### src/rtl/hazard_ctrl_if.sv
// Bundle between the pipeline control pipes and the hazard controller.
// No valid/ready: every field is a level that both sides sample once per cycle.
interface hazard_ctrl_if #(
  parameter int CNT_W = 32
);
  logic [4:0]       A1_D;
  logic [4:0]       A2_D;
  logic [1:0]       tuse_rs;
  logic [1:0]       tuse_rt;
  logic             md_use_D;
  logic [4:0]       A1_E;
  logic [4:0]       A2_E;
  logic [4:0]       A2_M;
  logic [1:0]       Res_E;
  logic [1:0]       Res_M;
  logic [1:0]       Res_W;
  logic [4:0]       A3_E;
  logic [4:0]       A3_M;
  logic [4:0]       A3_W;
  logic             md_start;
  logic             md_is_div;

  logic             stall;
  logic             flush_E;
  logic [2:0]       fwd_rs_D;
  logic [2:0]       fwd_rt_D;
  logic [1:0]       fwd_rs_E;
  logic [1:0]       fwd_rt_E;
  logic             fwd_rt_M;
  logic             fwd_M_pc;
  logic             md_busy;
  logic [CNT_W-1:0] stall_cnt;

  modport master (
    output A1_D, A2_D, tuse_rs, tuse_rt, md_use_D, A1_E, A2_E, A2_M,
           Res_E, Res_M, Res_W, A3_E, A3_M, A3_W, md_start, md_is_div,
    input  stall, flush_E, fwd_rs_D, fwd_rt_D, fwd_rs_E, fwd_rt_E,
           fwd_rt_M, fwd_M_pc, md_busy, stall_cnt
  );

  modport slave (
    input  A1_D, A2_D, tuse_rs, tuse_rt, md_use_D, A1_E, A2_E, A2_M,
           Res_E, Res_M, Res_W, A3_E, A3_M, A3_W, md_start, md_is_div,
    output stall, flush_E, fwd_rs_D, fwd_rt_D, fwd_rs_E, fwd_rt_E,
           fwd_rt_M, fwd_M_pc, md_busy, stall_cnt
  );
endinterface

### src/rtl/hazard_ctrl.sv
// Stall/flush and forwarding-select generation for the 5-stage pipeline,
// plus the mult/div busy counter and a saturating stall-cycle counter.
module hazard_ctrl #(
  parameter int MULT_CYC = 5,
  parameter int DIV_CYC  = 10,
  parameter int CNT_W    = 32
) (
  input logic           clk,
  input logic           reset,
  hazard_ctrl_if.slave  bus
);

  localparam int MAX_CYC = (DIV_CYC > MULT_CYC) ? DIV_CYC : MULT_CYC;
  localparam int BW      = $clog2(MAX_CYC + 1);
  localparam logic [BW-1:0] MULT_LD = BW'(MULT_CYC);
  localparam logic [BW-1:0] DIV_LD  = BW'(DIV_CYC);

  logic [BW-1:0]    md_cnt;
  logic [CNT_W-1:0] stall_cnt_q;

  logic       hit_rs_e, hit_rs_m, hit_rs_w;
  logic       hit_rt_e, hit_rt_m, hit_rt_w;
  logic       hit_e1_m, hit_e1_w, hit_e2_m, hit_e2_w, hit_m2_w;
  logic [1:0] tnew_e, tnew_m;
  logic       data_stall, md_stall, stall_c;

  // A stage only produces a value when it writes a non-zero register.
  function automatic logic hit(input logic [4:0] a3, input logic [1:0] res,
                               input logic [4:0] idx);
    return (a3 == idx) && (a3 != 5'd0) && (res != 2'd0);
  endfunction

  // Only the youngest matching stage decides; W always has Tnew = 0.
  function automatic logic op_stall(input logic [1:0] tuse, input logic he,
                                    input logic hm, input logic [1:0] tne,
                                    input logic [1:0] tnm);
    logic s;
    s = 1'b0;
    if (tuse != 2'd3) begin
      if (he)      s = (tne > tuse);
      else if (hm) s = (tnm > tuse);
    end
    return s;
  endfunction

  function automatic logic [2:0] d_sel(input logic he, input logic hm,
                                       input logic hw, input logic [1:0] res_e,
                                       input logic [1:0] res_m);
    logic [2:0] s;
    s = 3'd0;
    if (he) begin
      if (res_e == 2'd3) s = 3'd1;
    end else if (hm) begin
      if (res_m == 2'd1)      s = 3'd2;
      else if (res_m == 2'd3) s = 3'd3;
    end else if (hw) begin
      s = 3'd4;
    end
    return s;
  endfunction

  function automatic logic [1:0] e_sel(input logic hm, input logic hw,
                                       input logic [1:0] res_m);
    logic [1:0] s;
    s = 2'd0;
    if (hm && (res_m != 2'd2)) s = 2'd1;
    else if (hw)               s = 2'd2;
    return s;
  endfunction

  always_comb begin
    hit_rs_e = hit(bus.A3_E, bus.Res_E, bus.A1_D);
    hit_rs_m = hit(bus.A3_M, bus.Res_M, bus.A1_D);
    hit_rs_w = hit(bus.A3_W, bus.Res_W, bus.A1_D);
    hit_rt_e = hit(bus.A3_E, bus.Res_E, bus.A2_D);
    hit_rt_m = hit(bus.A3_M, bus.Res_M, bus.A2_D);
    hit_rt_w = hit(bus.A3_W, bus.Res_W, bus.A2_D);
    hit_e1_m = hit(bus.A3_M, bus.Res_M, bus.A1_E);
    hit_e1_w = hit(bus.A3_W, bus.Res_W, bus.A1_E);
    hit_e2_m = hit(bus.A3_M, bus.Res_M, bus.A2_E);
    hit_e2_w = hit(bus.A3_W, bus.Res_W, bus.A2_E);
    hit_m2_w = hit(bus.A3_W, bus.Res_W, bus.A2_M);

    case (bus.Res_E)
      2'd1:    tnew_e = 2'd1;
      2'd2:    tnew_e = 2'd2;
      default: tnew_e = 2'd0;
    endcase
    tnew_m = (bus.Res_M == 2'd2) ? 2'd1 : 2'd0;

    data_stall = op_stall(bus.tuse_rs, hit_rs_e, hit_rs_m, tnew_e, tnew_m) |
                 op_stall(bus.tuse_rt, hit_rt_e, hit_rt_m, tnew_e, tnew_m);
    md_stall   = bus.md_use_D && ((md_cnt != '0) || bus.md_start);
    stall_c    = data_stall | md_stall;
  end

  assign bus.stall     = stall_c;
  assign bus.flush_E   = stall_c;
  assign bus.fwd_rs_D  = d_sel(hit_rs_e, hit_rs_m, hit_rs_w, bus.Res_E, bus.Res_M);
  assign bus.fwd_rt_D  = d_sel(hit_rt_e, hit_rt_m, hit_rt_w, bus.Res_E, bus.Res_M);
  assign bus.fwd_rs_E  = e_sel(hit_e1_m, hit_e1_w, bus.Res_M);
  assign bus.fwd_rt_E  = e_sel(hit_e2_m, hit_e2_w, bus.Res_M);
  assign bus.fwd_rt_M  = hit_m2_w;
  assign bus.fwd_M_pc  = (bus.Res_M == 2'd3);
  assign bus.md_busy   = (md_cnt != '0);
  assign bus.stall_cnt = stall_cnt_q;

  // A fresh issue reloads the counter even while a previous op is in flight.
  always_ff @(posedge clk) begin
    if (reset) begin
      md_cnt      <= '0;
      stall_cnt_q <= '0;
    end else begin
      if (bus.md_start)        md_cnt <= bus.md_is_div ? DIV_LD : MULT_LD;
      else if (md_cnt != '0)   md_cnt <= md_cnt - 1'b1;
      if (stall_c && (stall_cnt_q != '1)) stall_cnt_q <= stall_cnt_q + 1'b1;
    end
  end

endmodule

### src/flat_wrapper.sv
// flat-port wrapper written by rule: the top's interface ports become plain ports
module hazard_ctrl_flat 
#(
  parameter int MULT_CYC = 5,
  parameter int DIV_CYC  = 10,
  parameter int CNT_W    = 32
)
  (clk, reset, bus_A1_D, bus_A2_D, bus_tuse_rs, bus_tuse_rt, bus_md_use_D, bus_A1_E, bus_A2_E, bus_A2_M, bus_Res_E, bus_Res_M, bus_Res_W, bus_A3_E, bus_A3_M, bus_A3_W, bus_md_start, bus_md_is_div, bus_stall, bus_flush_E, bus_fwd_rs_D, bus_fwd_rt_D, bus_fwd_rs_E, bus_fwd_rt_E, bus_fwd_rt_M, bus_fwd_M_pc, bus_md_busy, bus_stall_cnt);
  hazard_ctrl_if #(.CNT_W(CNT_W)) bus_i ();
  input logic clk;
  input logic reset;
  input wire logic [$bits(bus_i.A1_D)-1:0] bus_A1_D;
  input wire logic [$bits(bus_i.A2_D)-1:0] bus_A2_D;
  input wire logic [$bits(bus_i.tuse_rs)-1:0] bus_tuse_rs;
  input wire logic [$bits(bus_i.tuse_rt)-1:0] bus_tuse_rt;
  input wire logic [$bits(bus_i.md_use_D)-1:0] bus_md_use_D;
  input wire logic [$bits(bus_i.A1_E)-1:0] bus_A1_E;
  input wire logic [$bits(bus_i.A2_E)-1:0] bus_A2_E;
  input wire logic [$bits(bus_i.A2_M)-1:0] bus_A2_M;
  input wire logic [$bits(bus_i.Res_E)-1:0] bus_Res_E;
  input wire logic [$bits(bus_i.Res_M)-1:0] bus_Res_M;
  input wire logic [$bits(bus_i.Res_W)-1:0] bus_Res_W;
  input wire logic [$bits(bus_i.A3_E)-1:0] bus_A3_E;
  input wire logic [$bits(bus_i.A3_M)-1:0] bus_A3_M;
  input wire logic [$bits(bus_i.A3_W)-1:0] bus_A3_W;
  input wire logic [$bits(bus_i.md_start)-1:0] bus_md_start;
  input wire logic [$bits(bus_i.md_is_div)-1:0] bus_md_is_div;
  output wire logic [$bits(bus_i.stall)-1:0] bus_stall;
  output wire logic [$bits(bus_i.flush_E)-1:0] bus_flush_E;
  output wire logic [$bits(bus_i.fwd_rs_D)-1:0] bus_fwd_rs_D;
  output wire logic [$bits(bus_i.fwd_rt_D)-1:0] bus_fwd_rt_D;
  output wire logic [$bits(bus_i.fwd_rs_E)-1:0] bus_fwd_rs_E;
  output wire logic [$bits(bus_i.fwd_rt_E)-1:0] bus_fwd_rt_E;
  output wire logic [$bits(bus_i.fwd_rt_M)-1:0] bus_fwd_rt_M;
  output wire logic [$bits(bus_i.fwd_M_pc)-1:0] bus_fwd_M_pc;
  output wire logic [$bits(bus_i.md_busy)-1:0] bus_md_busy;
  output wire logic [$bits(bus_i.stall_cnt)-1:0] bus_stall_cnt;
  assign bus_i.A1_D = bus_A1_D;
  assign bus_i.A2_D = bus_A2_D;
  assign bus_i.tuse_rs = bus_tuse_rs;
  assign bus_i.tuse_rt = bus_tuse_rt;
  assign bus_i.md_use_D = bus_md_use_D;
  assign bus_i.A1_E = bus_A1_E;
  assign bus_i.A2_E = bus_A2_E;
  assign bus_i.A2_M = bus_A2_M;
  assign bus_i.Res_E = bus_Res_E;
  assign bus_i.Res_M = bus_Res_M;
  assign bus_i.Res_W = bus_Res_W;
  assign bus_i.A3_E = bus_A3_E;
  assign bus_i.A3_M = bus_A3_M;
  assign bus_i.A3_W = bus_A3_W;
  assign bus_i.md_start = bus_md_start;
  assign bus_i.md_is_div = bus_md_is_div;
  assign bus_stall = bus_i.stall;
  assign bus_flush_E = bus_i.flush_E;
  assign bus_fwd_rs_D = bus_i.fwd_rs_D;
  assign bus_fwd_rt_D = bus_i.fwd_rt_D;
  assign bus_fwd_rs_E = bus_i.fwd_rs_E;
  assign bus_fwd_rt_E = bus_i.fwd_rt_E;
  assign bus_fwd_rt_M = bus_i.fwd_rt_M;
  assign bus_fwd_M_pc = bus_i.fwd_M_pc;
  assign bus_md_busy = bus_i.md_busy;
  assign bus_stall_cnt = bus_i.stall_cnt;
  hazard_ctrl #(.MULT_CYC(MULT_CYC), .DIV_CYC(DIV_CYC), .CNT_W(CNT_W)) u_core (.clk(clk), .reset(reset), .bus(bus_i));
endmodule
### config.mk
export PLATFORM = sky130hd
export DESIGN_NAME = hazard_ctrl_flat
export DESIGN_NICKNAME = d
export VERILOG_FILES = /design/src/rtl/hazard_ctrl_if.sv /design/src/rtl/hazard_ctrl.sv /design/src/flat_wrapper.sv
export SDC_FILE = /design/constraint.sdc
export NUM_CORES = 1
export LEC_CHECK = 0
export CAP_MARGIN = 20
export CORE_AREA = 5 5 83 85
export DETAILED_ROUTE_END_ITERATION = 6
export DIE_AREA = 0 0 88 90
export GPL_TIMING_DRIVEN = 0
export MAX_ROUTING_LAYER = met4
export PLACE_DENSITY = 0.95
export SYNTH_ARGS = -nofsm -noshare
export SYNTH_HDL_FRONTEND = slang
export SYNTH_SLANG_ARGS = --single-unit
### constraint.sdc
create_clock -name clk -period 7.5 [get_ports clk]
set_input_delay 1.125 -clock clk [delete_from_list [all_inputs] [get_ports clk]]
set_output_delay 1.125 -clock clk [all_outputs]
set_load 0.1 [all_outputs]
* Yosys cells after proc, flatten, opt, wreduce, memory -nomap -nowiden
Index checks and enable logic that the tools add are counted.
** Word-level totals
- Output and inout port bits :: 47
- Register bits :: 36
- Input bits :: 55
** Operators by class
- Bitwise logic cells :: 2
- Muxes and demuxes :: 24
- $lt $le $gt $ge :: 4
- Reduce and logical (&&, ||, !) cells :: 35
- Add/subtract/negate cells :: 2
- Equal/unequal tests :: 21
** Operators by type and width (count)
- $eq 5x5->1 :: 11
- $add 32x1->32 const B :: 1
- $ne 32x32->1 const B :: 1
- $logic_and 1x1->1 :: 26
- $mux 3 :: 7
- $reduce_bool 5->1 :: 3
- $mux 4 :: 3
- $mux 2 :: 5
- $eq 2x2->1 const B :: 4
- $gt 2x2->1 :: 4
- $mux 1 :: 8
- $reduce_bool 2->1 :: 4
- $ne 2x2->1 const B :: 3
- $eq 2x1->1 const B :: 2
- $pmux 2 s2 :: 1
- $reduce_bool 4->1 :: 1
- $sub 4x1->4 const B :: 1
- $or 1x1->1 :: 2
- $logic_or 1x1->1 :: 1

* Longest topological paths before layout
- Word-level depth :: 9
- Gate-level depth with buffers :: 11

* Least setup slack after synthesis
Ideal clock, no wire load.
- Kind :: input -> output
- Start :: input bus_A3_M[0]
- End :: output bus_fwd_rs_E[1]
- Setup slack :: -221 ps
- Cell stages on the path :: 6
- Required time :: 6375 ps
- Arrival time :: 6596 ps
- Buffers on the path :: 1
- Cell sequence :: clkbuf_1 -> nor3_1 -> nand2_1 -> nand2_1 -> nor4_1 -> nor4_1
** Between the ends
- Word-level cells in the longest chain between the ends :: 5
- Elaborated cells on any way between the ends :: 6
- Those cells by class :: 1 x eq/ne; 1 x mux; 4 x reduce/logical
** Ends and longest elaborated chain
- from (decl) :: line flat_wrapper.sv:24 : input wire logic [$bits(bus_i.A3_M)-1:0] bus_A3_M;
- $eq 5x5->1 / $reduce_bool 5->1 (equally long branches) :: line hazard_ctrl.sv:30 : return (a3 == idx) && (a3 != 5'd0) && (res != 2'd0);
- $logic_and 1x1->1 (*) (2 in a row) :: line hazard_ctrl.sv:30
- $logic_and 1x1->1 (*) :: line hazard_ctrl.sv:66 : if (hm && (res_m != 2'd2)) s = 2'd1;
- $mux 2 (*) :: line hazard_ctrl.sv:66
- to (decl) :: line flat_wrapper.sv:32 : output wire logic [$bits(bus_i.fwd_rs_E)-1:0] bus_fwd_rs_E;
Mark *: on every way between the ends. The rest lies on a longest branch, timed or not.

* Final worst setup path
- Start :: input bus_A2_D[4]
- End :: output bus_stall
** Between the ends
- Word-level cells in the longest chain between the ends :: 8
- Elaborated cells on any way between the ends :: 11
- Those cells by class :: 2 x eq/ne; 3 x mux; 2 x bitwise; 4 x reduce/logical
** Ends and longest elaborated chain
- from (decl) :: line flat_wrapper.sv:13 : input wire logic [$bits(bus_i.A2_D)-1:0] bus_A2_D;
- $eq 5x5->1 :: line hazard_ctrl.sv:30
- $logic_and 1x1->1 (2 in a row) :: line hazard_ctrl.sv:30
- $mux 1 :: line hazard_ctrl.sv:41 : else if (hm) s = (tnm > tuse);
- $mux 1 (*) :: line hazard_ctrl.sv:40 : if (he) s = (tne > tuse);
- $mux 1 (*) :: line hazard_ctrl.sv:39 : if (tuse != 2'd3) begin
- $or 1x1->1 (*) :: line hazard_ctrl.sv:91 : data_stall = op_stall(bus.tuse_rs, hit_rs_e, hit_rs_m, tnew_e, tnew_m) |
- $or 1x1->1 (*) :: line hazard_ctrl.sv:94 : stall_c = data_stall | md_stall;
- to (decl) :: line flat_wrapper.sv:28 : output wire logic [$bits(bus_i.stall)-1:0] bus_stall;
Marked as above.

==> impl_metrics.env <==
export IMPL_run_status="completed"
export IMPL_cts_post_setup_buffers_inserted=0
export IMPL_placedCellCount=535
export IMPL_antenna_found_initial=0
export IMPL_report_final_setup_viol=0
export IMPL_synth_area_sq_um=2900
export IMPL_drive_gt1_share_pct=6.009
export IMPL_synth_ff_latch_count=36
export IMPL_pwr_share_comb_pct=33.4
export IMPL_end_kind="output port"
export IMPL_cts_root_buffer="clkbuf_8"
export IMPL_area_growth_from_synthesis_to_layout_pct=37.92
export IMPL_pre_cts_ws_ns=1.628
export IMPL_p_sw_mw=0.1783
export IMPL_drc_errors=0
export IMPL_half_perimeter_wire_length_after_placement_microns=7227
export IMPL_main_combinational_cell_family_by_area_after_synthesis="simple AND/OR/NAND/NOR gates"
export IMPL_cts_tree="done"
export IMPL_hold_violations=0
export IMPL_cellPowerDensity_nw_per_um2=128.0
export IMPL_cts_hold_buffers=0
export IMPL_timing_final_crit_share_pct=78.70
export IMPL_clkPwrFrac_pct=27.9
export IMPL_worst_skew_pair_latency_ns=0.30
export IMPL_synth_edf_count=0
export IMPL_post_cts_resized_instances=0
export IMPL_starting_density_pct=47.30
export IMPL_nFillCells=504
export IMPL_drt_pass1_iter_count=4
export IMPL_holdCritPathClass="reg -> reg"
export IMPL_die_h_microns=90
export IMPL_finish_cell_count_without_fillers=543
export IMPL_path_class="in -> out"
export IMPL_grt_start_max_net_pins=12
export IMPL_ys_seq_area_share_pct=24.85
export IMPL_start_kind="primary input"
export IMPL_nets=529
export IMPL_p_leak_nw=1.325
export IMPL_grt_pass1_vias=3215
export IMPL_synth_async_reset_ratio_pct=0
export IMPL_max_vdd_ir_drop_v=0.0001242
export IMPL_port_buffers=91
export IMPL_route_detailed_wl_per_inst_microns=17.38
export IMPL_unrepaired_setup_endpoints_after_global_routing="false"
export IMPL_clk_pin_slew_ns=0.07
export IMPL_global_route_overflow_total=0
export IMPL_vias_per_cell=6.122
export IMPL_antenna_diode_count=0
export IMPL_floorplan_core_area_sq_um=6132
export IMPL_antenna_violation_net_count_after_detailed_routing=0
export IMPL_yosys_most_used_dff="dfxtp_1"
export IMPL_worst_slack_ns=1.598
export IMPL_grt_pass1_wl_microns=15150
export IMPL_seq_power_share_pct=38.6
export IMPL_cells_after_synthesis=367
export IMPL_synth_compound_area_share_pct=17.04
export IMPL_num_rows=29
export IMPL_internal_power_mw=0.3338
export IMPL_slew_viol_final=0
export IMPL_max_slew_worst_pin_slew_ns=1.024
export IMPL_synth_xor_area_share_pct=17.52
export IMPL_clock_tree_buffer_depth=2
export IMPL_synth_simple_area_share_pct=29.08
export IMPL_critical_path_required_ns=6.38
export IMPL_gp_congestion=0.9689
export IMPL_fmax_mhz=169.4
export IMPL_worstPathArrival_ns=4.78
export IMPL_cts_buffers_inserted=5
export IMPL_seq_area_sq_um=720.7
export IMPL_synth_adder_area_share_pct=3.883
export IMPL_period_needed_ns=5.902
export IMPL_finalWirelength_microns=9438
export IMPL_timing_max_slew_rel_slack_pct=31.50
export IMPL_drt_iter0_markers=207
export IMPL_cts_htree_levels=2
export IMPL_clock_sinks=36
export IMPL_synth_nets=431
export IMPL_muxShareOfSynthArea_pct=1.898
export IMPL_detailroute_via_count=3324
export IMPL_netlist_cell_type_count=49
export IMPL_num_io_pins=102
export IMPL_area_of_combinational_cells_with_multiple_inputs_sq_um=2013
export IMPL_track_usage_pct=23.78
export IMPL_skew_ns=0.01041
export IMPL_critical_path_max_fanout=10
export IMPL_max_cap_violations=0
export IMPL_floorplan_die_area_sq_um=7920
export IMPL_synth_avg_cell_area_sq_um=7.903
export IMPL_synthesis_yosys_warnings=0
export IMPL_die_width_microns=88
export IMPL_share_of_total_power_consumed_by_net_switching_pct=34.81
-- logic make-up after synthesis --
group	count (synthesis)
multiplexers	5
flip-flops	36
buffers and inverters	38
AO/OA/AOI/OAI	77
XOR/XNOR	58
adder cells (fa/ha/maj)	9
AND/OR/NAND/NOR	144
-- power groups by stage --
| stage | registers, mW | logic [mW] | clock network, mW |
|---|---|---|---|
| finish | 0.198 | 0.171 | 0.143 |
| global route | 0.199 | 0.182 | 0.156 |
| CTS | 0.198 | 0.170 | 0.145 |
| floorplan | 0.210 | 0.101 | 0 |
| detailed placement | 0.202 | 0.169 | 0 |
| global placement | 0.202 | 0.163 | 0 |
-- critical path: stages --
cell and delay (ns):
clkdlybuf4s50_1 0.61, xnor2_1 0.16, nand3_1 0.12, nor4_2 0.53, and3b_1 0.25, a211oi_2 0.40, clkbuf_1 0.37, inv_1 0.10
buf_4 0.14, clkdlybuf4s50_1 0.96
-- metal layers --
metal	part of all wire (%)	GRT usage [%]	vias up
li1	-	-	1553
met5	0	-	-
met3	9.1	4.388	26
met4	2.6	8.824	0
met1	38	28.05	1545
met2	50	39.64	200
-- layout make-up --
type	instances	share of cell area [%]
tap	77	2.409
multi-input combinational	293	50.33
sequential	36	18.02
buffer	27	3.128
clock inverter	2	0.2502
clock buffer	6	2.064
timing repair buffer	91	22.77
inverter	11	1.032
-- flip-flops by register name (all words and copies together), names as in the netlist --
name / count
u_core.bus.stall_cnt: 32
u_core.md_cnt: 4
-- final timing paths --
kind / startpoint / to / depth (start not counted) / slack (ns)
max: bus_A2_D[4] / bus_stall / 10 / 1.60
min: u_core.bus.stall_cnt[23] / u_core.bus.stall_cnt[23] / 2 / 0.50
max reg2reg: u_core.bus.stall_cnt[14] / u_core.bus.stall_cnt[8] / 9 / 4.61
min reg2reg: u_core.bus.stall_cnt[23] / u_core.bus.stall_cnt[23] / 2 / 0.50
-- placed cells by master (no fill, tap or decap), types with 3 or more instances in the layout --
master	synthesis	routed
nor3_1	10	10
nor2_1	17	17
or4_1	22	22
o21ai_0	13	13
clkbuf_1	18	18
ha_1	9	9
nor4_1	12	12
clkbuf_8	0	6
nand2_1	19	19
nand3_1	19	19
nand4_1	9	9
or3_1	9	9
buf_4	5	5
buf_2	4	4
xnor2_1	26	26
o31ai_1	17	17
nand2b_1	3	3
clkdlybuf4s50_1	0	91
and4_1	3	3
dfxtp_1	36	36
nor2b_1	6	6
a21oi_1	31	31
xor2_1	32	32
inv_1	11	11
and3_1	3	3
-- synth_stat cells (all sizes together), types with 4 or more instances --
master	number	area (sq um)
dfxtp	36	720.7
xor2	32	280.3
a21oi	31	155.2
xnor2	26	227.7
or4	22	165.2
nand2	19	71.32
nand3	19	95.09
clkbuf	18	67.56
nor2	17	63.81
o31ai	17	127.6
nor4	14	100.1
o21ai	13	65.06
inv	11	41.29
nor3	11	60.06
buf	9	57.56
ha	9	112.6
nand4	9	56.30
or3	9	56.30
nor2b	6	37.54
mux2	4	45.04
-- stage by stage --
step                      power, mW  utilization (%)  hold WS, ns  area [sq um]  setup TNS [ns]
after detailed placement     0.3711            63.72       0.4927          3908               0
final                        0.5121            65.23       0.5038          4000               0
after global routing         0.5370            65.23       0.5404          4000               0
after global placement       0.3653            63.72       0.4831          3908               0
after CTS                    0.5123            65.23       0.5027          4000               0
after floorplan              0.3110                -       0.5602          2900         -0.4425
Note: power is estimated with default switching activity, not from simulation.
